==> src/rtl/rr_arbiter.sv <==
// rr_arbiter: N-way round-robin arbiter with a registered one-hot grant held until ACK.
// Define ARB_BACKTOBACK_EN to re-grant on the ACK edge with no IDLE bubble.
module rr_arbiter #(
    parameter int N  = 8,
    parameter int IW = (N > 1) ? $clog2(N) : 1
) (
    input  logic          CLK,
    input  logic          RESET,
    input  logic [N-1:0]  REQ,
    input  logic          ACK,
    output logic [N-1:0]  GNT,
    output logic          GNT_VALID,
    output logic [IW-1:0] GNT_IDX
);
    typedef enum logic {IDLE, HOLD} state_t;
    state_t        state_q;
    logic [N-1:0]  gnt_q;
    logic          vld_q;
    logic [IW-1:0] idx_q;
    logic [IW-1:0] ptr_q;
    logic [IW-1:0] ptr_d;
    logic [IW-1:0] sel_ptr;
    logic [N-1:0]  masked;
    logic [N-1:0]  win;
    logic [IW-1:0] win_idx;

    // In HOLD the winner is evaluated against the post-ACK pointer (only used back-to-back).
    always_comb begin
        ptr_d   = (idx_q == IW'(N - 1)) ? '0 : idx_q + IW'(1);
        sel_ptr = (state_q == HOLD) ? ptr_d : ptr_q;
        masked  = REQ & ~((N'(1) << sel_ptr) - N'(1));
        win     = (masked != '0) ? (masked & ~(masked - N'(1))) : (REQ & ~(REQ - N'(1)));
        win_idx = '0;
        for (int i = 0; i < N; i++)
            if (win[i]) win_idx = IW'(i);
    end

    always_ff @(posedge CLK) begin
        if (RESET) begin
            state_q <= IDLE;
            gnt_q   <= '0;
            vld_q   <= 1'b0;
            idx_q   <= '0;
            ptr_q   <= '0;
        end else if (state_q == IDLE) begin
            if (REQ != '0) begin
                state_q <= HOLD;
                gnt_q   <= win;
                idx_q   <= win_idx;
                vld_q   <= 1'b1;
            end
        end else if (ACK) begin
            ptr_q <= ptr_d;
`ifdef ARB_BACKTOBACK_EN
            if (win != '0) begin
                gnt_q <= win;
                idx_q <= win_idx;
            end else begin
                state_q <= IDLE;
                gnt_q   <= '0;
                vld_q   <= 1'b0;
                idx_q   <= '0;
            end
`else
            state_q <= IDLE;
            gnt_q   <= '0;
            vld_q   <= 1'b0;
            idx_q   <= '0;
`endif
        end
    end

    assign GNT       = gnt_q;
    assign GNT_VALID = vld_q;
    assign GNT_IDX   = idx_q;

    assert property (@(posedge CLK) disable iff (RESET)
        (vld_q == (gnt_q != '0)) && (vld_q ? (gnt_q == (N'(1) << idx_q)) : (idx_q == '0)));
endmodule

==> config.mk <==
export PLATFORM = sky130hd
export DESIGN_NAME = rr_arbiter
export DESIGN_NICKNAME = d
export VERILOG_FILES = /design/src/rtl/rr_arbiter.sv
export SDC_FILE = /design/constraint.sdc
export NUM_CORES = 1
export LEC_CHECK = 0
export CAP_MARGIN = 15
export CORE_MARGIN = 3
export CORE_UTILIZATION = 47
export CTS_BUF_LIST = sky130_fd_sc_hd__clkbuf_8
export DETAILED_ROUTE_END_ITERATION = 8
export GPL_TIMING_DRIVEN = 0
export PLACE_DENSITY = 0.77
export SLEW_MARGIN = 5
export SYNTH_ARGS = -nofsm -noshare
export SYNTH_HDL_FRONTEND = slang
export SYNTH_SLANG_ARGS = --single-unit
==> constraint.sdc <==
create_clock -name CLK -period 2.63 [get_ports CLK]
set_input_delay 0.3945 -clock CLK [delete_from_list [all_inputs] [get_ports CLK]]
set_output_delay 0.3945 -clock CLK [all_outputs]
set_load 0.01 [all_outputs]
# Word level (Yosys, flattened, before mapping)
# Index checks and enable logic that the tools add are counted.
# totals
regBits	16
latch_bits	0
mem_bits_rw	0
rom_bits	0
input_bits	11
output_inout_bits	12
elab_cells	45
mem_count	0
# op_classes
add_sub_neg	4
mul	0
div_mod_pow	0
magnitude_cmp	0
eq_ne	2
shift	1
n_mux	22
bitwise_logic	6
n_reduce_logical	5
# op_table
operator	n
2-to-1 mux 8 bit	4
2-to-1 mux 3 bit	10
AND 8 bit	3
inverter 8 bit	3
subtractor 8 x 1 -> 8 bit, second input constant	3
nonzero test 8 bit	2
left shift 1 x 3 -> 8 bit, first input constant	1
2-to-1 mux 1 bit	7
AND reduction 2 bit	2
adder 3 x 1 -> 3 bit, second input constant	1
equality test 3 bit, second input constant	1
2-to-1 mux 2 bit	1
inequality test 2 bit, second input constant	1
nonzero test 2 bit	1

# Longest topological paths before layout
# depth
depth_word	20
mapped_depth	12
mapped_depth_nobuf	12

# Worst setup path after synthesis
# OpenSTA, ideal clock, no wires.
# synth_timing
path_kind	reg2reg
from	register idx_q[0], in the netlist GNT_IDX[0]
to	register idx_q[2], in the netlist GNT_IDX[2]
setup_ns	0.091
arrival_time_ns	2.889
required_ns	2.539
path_slack_ns	-0.350
path_stages_with_launch	13
path_buffers	0
synth_period_minus_slack_ns	2.980
cell_sequence	dfxtp_1 -> ha_1 -> ha_1 -> nor3b_4 -> nor2_1 -> nand2_1 -> ha_1 -> or3_1 -> a21oi_2 -> o211ai_1 -> o32ai_1 -> nand2_1 -> a311oi_1
# synth_between
elab_chain_cells	17
elab_cells_between_ends	19
cone_classes	add/sub: 3; eq/ne: 1; shift: 1; mux: 9; bitwise: 4; reduce/logical: 1
# synth_lines
item	line	text
start: declaration	19	logic [IW-1:0] idx_q;
start signal: assignment	49	idx_q <= win_idx;
adder 3 x 1 -> 3 bit / equality test 3 bit (equally long branches)	29	ptr_d = (idx_q == IW'(N - 1)) ? '0 : idx_q + IW'(1);
2-to-1 mux 3 bit (*)	29	
2-to-1 mux 3 bit (*)	30	sel_ptr = (state_q == HOLD) ? ptr_d : ptr_q;
left shift 1 x 3 -> 8 bit (*)	31	masked = REQ & ~((N'(1) << sel_ptr) - N'(1));
subtractor 8 x 1 -> 8 bit (*)	31	
inverter 8 bit (*)	31	
AND 8 bit (*)	31	
subtractor 8 x 1 -> 8 bit	32	win = (masked != '0) ? (masked & ~(masked - N'(1))) : (REQ & ~(REQ - N'(1)));
inverter 8 bit	32	
AND 8 bit	32	
2-to-1 mux 8 bit (*)	32	
2-to-1 mux 3 bit (3 in series)	35	if (win[i]) win_idx = IW'(i);
2-to-1 mux 3 bit (*)	35	
2-to-1 mux 3 bit (*)	46	if (REQ != '0) begin
2-to-1 mux 3 bit (*)	45	end else if (state_q == IDLE) begin
# Mark *: on every way between the ends. The rest lies on a longest branch, timed or not. The select of a mux whose other input is x is not followed.
# A chain may end at the register's enable or synchronous reset.

# Worst setup path in the final report
# layout_timing
from	register idx_q[1], in the netlist GNT_IDX[1]
to	register idx_q[2], in the netlist GNT_IDX[2]
# layout_between
elab_chain_cells	17
elab_cells_between_ends	19
cone_classes	add/sub: 3; eq/ne: 1; shift: 1; mux: 9; bitwise: 4; reduce/logical: 1
# layout_lines
item	line	text
adder 3 x 1 -> 3 bit / equality test 3 bit (equally long branches)	29	
2-to-1 mux 3 bit (*)	29	
net ptr_d[2]	21	logic [IW-1:0] ptr_d;
2-to-1 mux 3 bit (*)	30	
left shift 1 x 3 -> 8 bit (*)	31	
subtractor 8 x 1 -> 8 bit (*)	31	
inverter 8 bit (*)	31	
AND 8 bit (*)	31	
subtractor 8 x 1 -> 8 bit	32	
inverter 8 bit	32	
AND 8 bit	32	
2-to-1 mux 8 bit (*)	32	
2-to-1 mux 3 bit (3 in series)	35	
2-to-1 mux 3 bit (*)	35	
2-to-1 mux 3 bit (*)	46	
2-to-1 mux 3 bit (*)	45	
# Mark *: on every way through the listed nets, which the timed path passes. The rest lies on a longest branch. The select of a mux whose other input is x is not followed.

==> out/metrics.csv <==
stage,metric,value,unit
status,status,"finished, violations left",
status,failed_checks,setup timing,
placed_design,port_buffers,21,
power,peakVddDrop,0.000506,V
setup_path,required,2.79,ns
synthesis,synthCells,134,
synthesis,ys.flop_type,dfxtp_1,
drt,dr.pass1.iters,4,
synthesis,synth_edf_count,0,
synthesis,ys_ff_latch,16,
setup_path,worst_ep_arrival_time,2.97,ns
drt,num_vias,1237,
synthesis,syn-num-nets,148,
placed_design,hpwl,2300,um
layout,fin_nets,187,
timing,rsz0062_at_grt,true,
power,p_leak,0.587,nW
clock_network,ctsHoldBuffers,0,
global_routing,grt_pass1_vias,1121,
global_routing,grt_start_max_net_pins,11,
flow_run,timing.max_cap.violations,0,
drt,wl,3560,um
setup_path,cp-end-kind,register,
layout,antenna_cells,0,
synthesis,async_reset_ff_share,0,%
timing,hold_viol_final,0,
synthesis,synth_cell_types,46,
min_path,hold_path_class,register to register,
die,die_area,2970,um^2
layout,mostFrequentLayoutCells,"21 x clkdlybuf4s50_1, 14 x dfxtp_1, 13 x nand3_1, 13 x buf_4, 11 x a21oi_1",
layout,area_growth,48.2,%
clock_network,cts_tree,yes,
die,rows,16,
power,power.internal,0.606,mW
power,p_total,0.933,mW
die,start_util,53.1,%
timing,clock_skew,0.00324,ns
timing,fin_crit_sh,107,%
drt,drt_iter0_drc,50,
clock_network,cts_root_buf,clkbuf_8,
clock_network,cts_buffers,3,
drt,wl_per_cell,17.9,um
timing,final_max_slew_viol_count,0,
timing,fmaxAchievable,0.356,GHz
power,power.net_switching,0.327,mW
layout,drive_gt1_share,30.8,%
layout,final_common_cell,clkdlybuf4s50_1,
synthesis,ys_seq_area_share,29.0,%
die,die_w,54.5,um
power,p_clk_share,23.5,%
power,p_per_area,569,nW/um^2
timing,finalSetupTns,-0.924,ns
die,io_pins,23,
die,fp.dieH,54.5,um
synthesis,ys.warnings.count,0,
drt,ant_nets,0,
setup_path,path_max_fanout,5,
global_routing,grt_first_pass_wirelength,5000,um
global_routing,grt_overflow_total,0,
global_routing,grt_antenna_before_repair,0,
synthesis,avgSynthCellArea,8.25,um^2
clock_network,htree_levels,1,
die,core,2080,um^2
timing,worst_pin_slew,0.614,ns
drt,drc,0,
timing,setup-violations-final,7,
power,combPwrFrac,46.4,%
clock_network,clk_latency,0.25,ns
timing,fin_ws,-0.178,ns
setup_path,startpoint_type,register,
global_routing,grtUsageTotal,23.7,%
timing,period_needed,2.81,ns
power,switching_share,35.1,%
setup_path,worst-setup-path-type,register to register,
timing,maxSlewHeadroom,58.9,%
power,seqPwrFrac,30.1,%
synthesis,synthesis.area,1110,um^2
drt,vias_per_cell,6.22,
clock_network,clock_sinks,16,
clock_network,ctsLongestPathBuffers,2,
placed_design,gp_congestion,0.911,
clock_network,clk_pin_slew,0.06,ns
layout,num-fill-cells,144,
==> registers in the layout (all words and copies together) (netlist names) <==
name	flops
GNT	8
GNT_IDX	3
GNT_VALID	1
ptr_q	3
state_q	1
==> routing by layer <==
metal / track usage (%) / routed length, um / vias up
met3: 6.54 / 218 / 8
met2: 38.6 / 1760 / 54
met1: 30.3 / 1520 / 586
met4: 7.05 / 53 / 0
li1: - / - / 589
met5: 0 / 0 / -
==> metrics by stage <==
step | worst slack, ns | hold slack [ns] | instances | cell area, um^2 | utilization (%)
6_report | -0.178 | 0.473 | 199 | 1640 | 78.7
5_1_grt | -0.296 | 0.492 | 199 | 1640 | 78.7
4_1_cts | -0.0799 | 0.468 | 193 | 1520 | 72.8
3_5_place_dp | -0.349 | 0.461 | 182 | 1390 | 66.5
3_3_place_gp | -0.284 | 0.443 | 182 | 1390 | 66.5
2_1_floorplan | -0.0372 | 0.448 | 134 | 1140 | -
==> what timing repair did <==
| action | 4_1_cts | 5_1_grt |
|---|---|---|
| buffers inserted | 7 | 6 |
| gates resized for setup | 5 | 15 |
| endpoints found under the setup margin | 9 | 10 |
| pin swaps | 11 | 14 |
==> power by group through the flow <==
| stage | sequential, mW | combinational, mW | clock [mW] |
|---|---|---|---|
| 2_1_floorplan | 0.292 | 0.214 | 0 |
| 3_3_place_gp | 0.287 | 0.308 | 0 |
| 3_5_place_dp | 0.288 | 0.317 | 0 |
| 4_1_cts | 0.280 | 0.358 | 0.221 |
| 5_1_grt | 0.282 | 0.464 | 0.230 |
| 6_report | 0.281 | 0.433 | 0.220 |
==> synth_stat cells (all sizes together), types with 3 or more instances <==
library cell | count | area share (%)
nand2 | 12 | 4.1
ha | 3 | 3.4
nand3 | 15 | 7.9
a311oi | 3 | 2.4
nor2 | 12 | 4.1
inv | 4 | 1.4
or3 | 4 | 2.3
nor3 | 3 | 1.4
dfxtp | 16 | 29
a31oi | 3 | 1.7
buf | 3 | 1.8
clkbuf | 3 | 1.0
nor4 | 3 | 3.1
a21oi | 17 | 8.0
==> cells by family (layout without fill, tap and decap cells) <==
logic type      Yosys count  after routing  share of synthesized area, %
mux                       3              3                          3.62
flops                    16             16                          29.0
fa+ha+maj                 3              3                          3.39
compound gates           42             42                          29.2
simple gates             60             60                          30.7
buf+inv                  10             48                          4.18
==> area by class of cell <==
class | instances | area (um^2) | share of cell area [%]
inverters | 4 | 15.0 | 0.916
clock buffers | 4 | 55.1 | 3.36
flip-flops and latches | 16 | 325 | 19.8
plain buffers | 6 | 31.3 | 1.91
well taps | 27 | 33.8 | 2.06
repair buffers | 34 | 308 | 18.8
multi-input cells | 108 | 871 | 53.1
==> worst max-delay path, cell delays in order (launching register included) <==
cell      delay (ns)
dfxtp_2         0.35
ha_4            0.17
ha_4            0.22
nor2_2          0.08
a21o_1          0.22
o21ai_2         0.11
ha_4            0.18
or3_4           0.33
a21oi_2         0.16
o211ai_1        0.25
o32ai_2         0.36
nand2_1         0.09
a311oi_1        0.20
==> worst paths after layout <==
path | startpoint | to | slack, ns | cells after the start
max reg2reg | GNT_IDX[1] | GNT_IDX[2] | -0.18 | 12
max | GNT_IDX[1] | GNT_IDX[2] | -0.18 | 12
min | GNT[0] | GNT[0] | 0.47 | 2
min reg2reg | GNT[0] | GNT[0] | 0.47 | 2
Note: power is estimated with default switching activity, not from simulation.
